==> config.mk <==
export PLATFORM = sky130hd
export DESIGN_NAME = adam_pause_drain
export DESIGN_NICKNAME = d
export VERILOG_FILES = /design/src/rtl/adam_pause_drain.sv
export SDC_FILE = /design/constraint.sdc
export NUM_CORES = 1
export LEC_CHECK = 0
export CAP_MARGIN = 20
export CORE_MARGIN = 10
export CORE_UTILIZATION = 52
export CTS_CLUSTER_DIAMETER = 60
export DETAILED_ROUTE_END_ITERATION = 8
export PLACE_DENSITY = 0.85
export SYNTH_ARGS = -nofsm -noshare
export SYNTH_HDL_FRONTEND = slang
export SYNTH_SLANG_ARGS = --single-unit
export TNS_END_PERCENT = 10
==> constraint.sdc <==
create_clock -name clk -period 2.3 [get_ports clk]
set_input_delay 0.46 -clock clk [delete_from_list [all_inputs] [get_ports clk]]
set_output_delay 0.46 -clock clk [all_outputs]
set_load 0.05 [all_outputs]
==> src/rtl/adam_pause_drain.sv <==
// ============================================================================
// Module   : adam_pause_drain
// Brief    : Pause endpoint for one ADAM_PAUSE lane; gates new transactions,
//            drains in-flight ones, then stops the peripheral and acknowledges.
// Revision : 1.0 - initial release
// ============================================================================
`default_nettype none

module adam_pause_drain #(
    parameter int unsigned MAX_OUTSTANDING = 4,
    parameter int unsigned RESUME_DELAY    = 2
) (
    input  logic                                   clk,
    input  logic                                   rst,
    input  logic                                   pause_req,
    output logic                                   pause_ack,
    input  logic                                   txn_start,
    input  logic                                   txn_done,
    output logic                                   hold,
    output logic                                   run,
    output logic [$clog2(MAX_OUTSTANDING+1)-1:0]   outstanding,
    output logic                                   err
);

    localparam int unsigned c_CW = $clog2(MAX_OUTSTANDING + 1);
    localparam int unsigned c_RW = (RESUME_DELAY == 0) ? 1 : $clog2(RESUME_DELAY + 1);
    localparam logic [c_CW-1:0] c_MAX    = c_CW'(MAX_OUTSTANDING);
    localparam logic [c_RW-1:0] c_RDELAY = c_RW'(RESUME_DELAY);

    typedef enum logic [1:0] {
        S_PAUSED   = 2'd0,
        S_RESUMING = 2'd1,
        S_RUNNING  = 2'd2,
        S_DRAINING = 2'd3
    } state_t;

    state_t            r_state;
    logic              r_ack;
    logic              r_hold;
    logic              r_run;
    logic              r_err;
    logic [c_CW-1:0]   r_cnt;
    logic [c_RW-1:0]   r_rcnt;

    logic [c_CW-1:0]   w_cnt_next;
    logic              w_err_evt;
    logic              w_full_next;

    // Saturating in-flight counter; protocol violations only raise the error.
    always_comb begin
        w_cnt_next = r_cnt;
        w_err_evt  = txn_start && r_hold;
        if (txn_start && !txn_done) begin
            if (r_cnt == c_MAX) begin
                w_err_evt = 1'b1;
            end else begin
                w_cnt_next = r_cnt + c_CW'(1);
            end
        end else if (!txn_start && txn_done) begin
            if (r_cnt == '0) begin
                w_err_evt = 1'b1;
            end else begin
                w_cnt_next = r_cnt - c_CW'(1);
            end
        end
    end

    assign w_full_next = (w_cnt_next == c_MAX);

    always_ff @(posedge clk) begin
        if (rst) begin
            r_state <= S_PAUSED;
            r_ack   <= 1'b1;
            r_hold  <= 1'b1;
            r_run   <= 1'b0;
            r_err   <= 1'b0;
            r_cnt   <= '0;
            r_rcnt  <= '0;
        end else begin
            r_cnt <= w_cnt_next;
            if (w_err_evt) begin
                r_err <= 1'b1;
            end
            case (r_state)
                S_PAUSED: begin
                    if (!pause_req) begin
                        r_state <= S_RESUMING;
                        r_run   <= 1'b1;
                        r_rcnt  <= c_RDELAY;
                    end
                end
                S_RESUMING: begin
                    if (r_rcnt == '0) begin
                        r_state <= S_RUNNING;
                        r_hold  <= w_full_next;
                        r_ack   <= 1'b0;
                    end else begin
                        r_rcnt <= r_rcnt - c_RW'(1);
                    end
                end
                S_RUNNING: begin
                    if (pause_req) begin
                        r_state <= S_DRAINING;
                        r_hold  <= 1'b1;
                    end else begin
                        r_hold <= w_full_next;
                    end
                end
                S_DRAINING: begin
                    // Uses the updated count so a final completion stops the peripheral at once.
                    if (w_cnt_next == '0) begin
                        r_state <= S_PAUSED;
                        r_run   <= 1'b0;
                        r_ack   <= 1'b1;
                    end
                end
                default: begin
                    r_state <= S_PAUSED;
                end
            endcase
        end
    end

    assign pause_ack   = r_ack;
    assign hold        = r_hold;
    assign run         = r_run;
    assign outstanding = r_cnt;
    assign err         = r_err;

endmodule

`default_nettype wire

==> impl_results.md, run 1 <==
* First-pass GRT wire length at 3050 µm
* Wirelength, routed at 1790 µm
* Setup Buffers After CTS at 0
* Synth cell count leaders: dfxtp_1, nor2_1, inv_1, ha_1
* Top post-synthesis cells by area: dfxtp_1, ha_1, nor2_1, nor2b_1, inv_1
* Static Leakage at 0.452 nW
* Core area at 1510 µm²
* CTS Buffer Depth at 2
* Sequential area share after synthesis at 26.6%
* Cell Chain, Critical Path: clkdlybuf4s50_1
* Reg-to-reg critical path startpoint: outstanding[0]
* Fmax at 0.474 GHz
* GR Util All Layers at 10.6%
* Tcrit/Tclk final at 91.8%
* CTS Root Cell: clkbuf_4
* Clock Latency Late Sink at 0.27 ns
* Crit path depth at 1
* Fin nets at 128
* Slowest CP cell: clkdlybuf4s50_1
* Max FO, Critical Path at 8
* Yosys reg bits at 11
* Hold Path Sink: err
* Synth async-reset ratio at 0%
* GPL Wtd Cong at 0.871
* DRT iter0 DRCs at 12
* Synth Instances at 97
* Post-synth top area cell: dfxtp_1
* Hold path depth at 2
* Routed vias at 730
* Syn Area/Cell at 8.53 µm²
* Routed Antenna Nets at 0
* Req. time, crit path at 1.84 ns
* Post-synth cell types at 34
* Initial core utilization at 54.9%
* Startpoint types: flip-flop
* Die width at 59.9 µm
* Most frequent cell after synthesis: dfxtp_1
* CP top delay family: buffers and inverters
* Max transition margin at 66.0%
* Arrival time worst endpoint at 1.65 ns
* Crit. End Element: output pin
* Setup TNS at 0 ns
* Setup ws final at 0.188 ns
* Worst path bufs/invs at 1
* Max-Cap Viols at 0
* Hold buffer count at cts at 0
* Reg-to-reg slack, setup at 0.20 ns
* Synthesized Nets at 110
* Endpoints failing setup at 0
* Worst Hold Class: flip-flop to flip-flop
* Die Footprint at 3590 µm²
* Top-area cell type share of the netlist area at 26.6%
* Synth warn at 0
* EDFF count, synth at 0
* Reg clk slew, reported paths at 0.07 ns
* PortBufs at 11
* Crit-path max cell delay at 0.87 ns
* Initial antenna violation count at 0
* R2R depth at 8
* P per Cell Area at 1070 nW/µm²
* Fin. Hold Viols at 0
* CTS Sinks at 11
* DR DRC count at 0
* ANT cells at 0
* DP HPWL at 1340 µm
* Final slew viol count at 0
* CP Class: flip-flop to output pin
* Syn-to-layout area delta at 24.2%
* Total CTS buffers at 3
* Dpl ws at -0.174 ns
* Worst VDD drop at 0.693 mV
* Worst hold start: err
* Die Ht at 59.9 µm
* Average wire per standard cell at 13.8 µm
* Layout cell share with drive strength beyond 1 at 20.2%
* First-pass iteration count of the detailed router at 4
* Total congestion overflow at 0
* Syn Std Cell Area at 827 µm²
* Worst-Margin Slew at 0.509 ns
* Crit path time final at 2.11 ns
* CTS tree: yes
* Run status: finished, final reports clean
* Htree depth at 1
* Ys flop type: dfxtp_1
* Vias in the first global route at 704
* Pin count of the biggest net entering global routing at 13
* RSZ-0062 raised after global routing: no
* R2r endpoint: r_state[0]
* # IOs at 12
* Clock skew at 0.00705 ns
* Core Util, Final at 68.2%
* # rows at 14
* Detail-routed via count per cell at 5.62
## cells in the final DEF, fill, tap and decap left out, drive strengths merged, types with 2 or more instances in the layout
cell,netlist,layout
nand2b,3,3
nor2b,7,7
o21ai,6,6
nand2,6,6
a21oi,4,4
inv,9,9
a211oi,3,3
a22oi,2,2
a2111oi,2,2
clkbuf,1,4
ha,8,8
dfxtp,11,11
buf,3,6
nor3b,3,3
nor2,10,10
dlymetal6s2s,0,2
a221oi,2,2
o21bai,3,3
clkdlybuf4s50,0,9
## where the power goes
part	total, mW	leakage, nW	internal, mW	switching (mW)
sequential	0.301	0.0917	0.252	0.0492
clock	0.130	0.0150	0.0671	0.0630
combinational	0.672	0.346	0.294	0.379
total	1.10	0.452	0.613	0.491
## logic make-up after synthesis
group                    synth area share [%]
XOR/XNOR                                 1.97
multiplexers                             2.57
AND/OR/NAND/NOR                          22.2
adder cells (fa/ha/maj)                  12.1
AO/OA/AOI/OAI                            26.6
flip-flops                               26.6
buffers and inverters                    7.87
## stage by stage
| step | total power [mW] | cells | hold WS (ns) | cell area (µm²) |
|---|---|---|---|---|
| floorplan | 0.779 | 97 | 0.484 | 830 |
| global placement | 0.930 | 126 | 0.467 | 973 |
| detailed placement | 0.949 | 126 | 0.484 | 973 |
| CTS | 1.09 | 130 | 0.499 | 1000 |
| global route | 1.19 | 130 | 0.519 | 1030 |
| finish | 1.10 | 130 | 0.496 | 1030 |
## layout make-up
type                            count  area [µm²]
Sequential cell                    11         223
Multi-Input combinational cell     73         564
Timing Repair Buffer               17         160
Clock buffer                        4        26.3
Tap cell                           16        20.0
Fill cell                         126         479
Inverter                            9        33.8
## sequential cells by signal (all words and copies together), names as in the netlist
name	count
r_state	2
err	1
hold	1
r_rcnt	2
run	1
outstanding	3
pause_ack	1
## worst max path at each step
stage                              start        endpoint  slack (ns)
final                     outstanding[2]  outstanding[2]        0.19
after global routing      outstanding[1]      r_state[0]        0.06
after CTS                      txn_start      r_state[0]        0.06
after detailed placement       txn_start      r_state[0]       -0.17
after global placement          txn_done      r_state[0]       -0.11
after floorplan           outstanding[0]      r_state[0]        0.15
## repair_timing
item / 4_1_cts / 5_1_grt
gates resized for setup: 0 / 6
endpoints found under the hold margin: 0 / 0
setup endpoints to repair: 0 / 1
## per-layer routing
| layer | GRT usage, % | wire length [µm] |
|---|---|---|
| met1 | 12.7 | 852 |
| met2 | 16.8 | 813 |
| met3 | 3.60 | 103 |
| met4 | 3.85 | 25 |
| met5 | 0 | 0 |
Power figures use the tool's default switching activity.
==> run 2: changes to the inputs <==
- SLEW_MARGIN: default -> 20
==> results of run 2 <==
No change in the layout: final DEF, timing and power equal those of run 1.
==> run 3: changes to the inputs <==
- ABC_CLOCK_PERIOD_IN_PS: default -> 2300
==> results of run 3 <==
No change in the layout: final DEF, timing and power equal those of run 1.
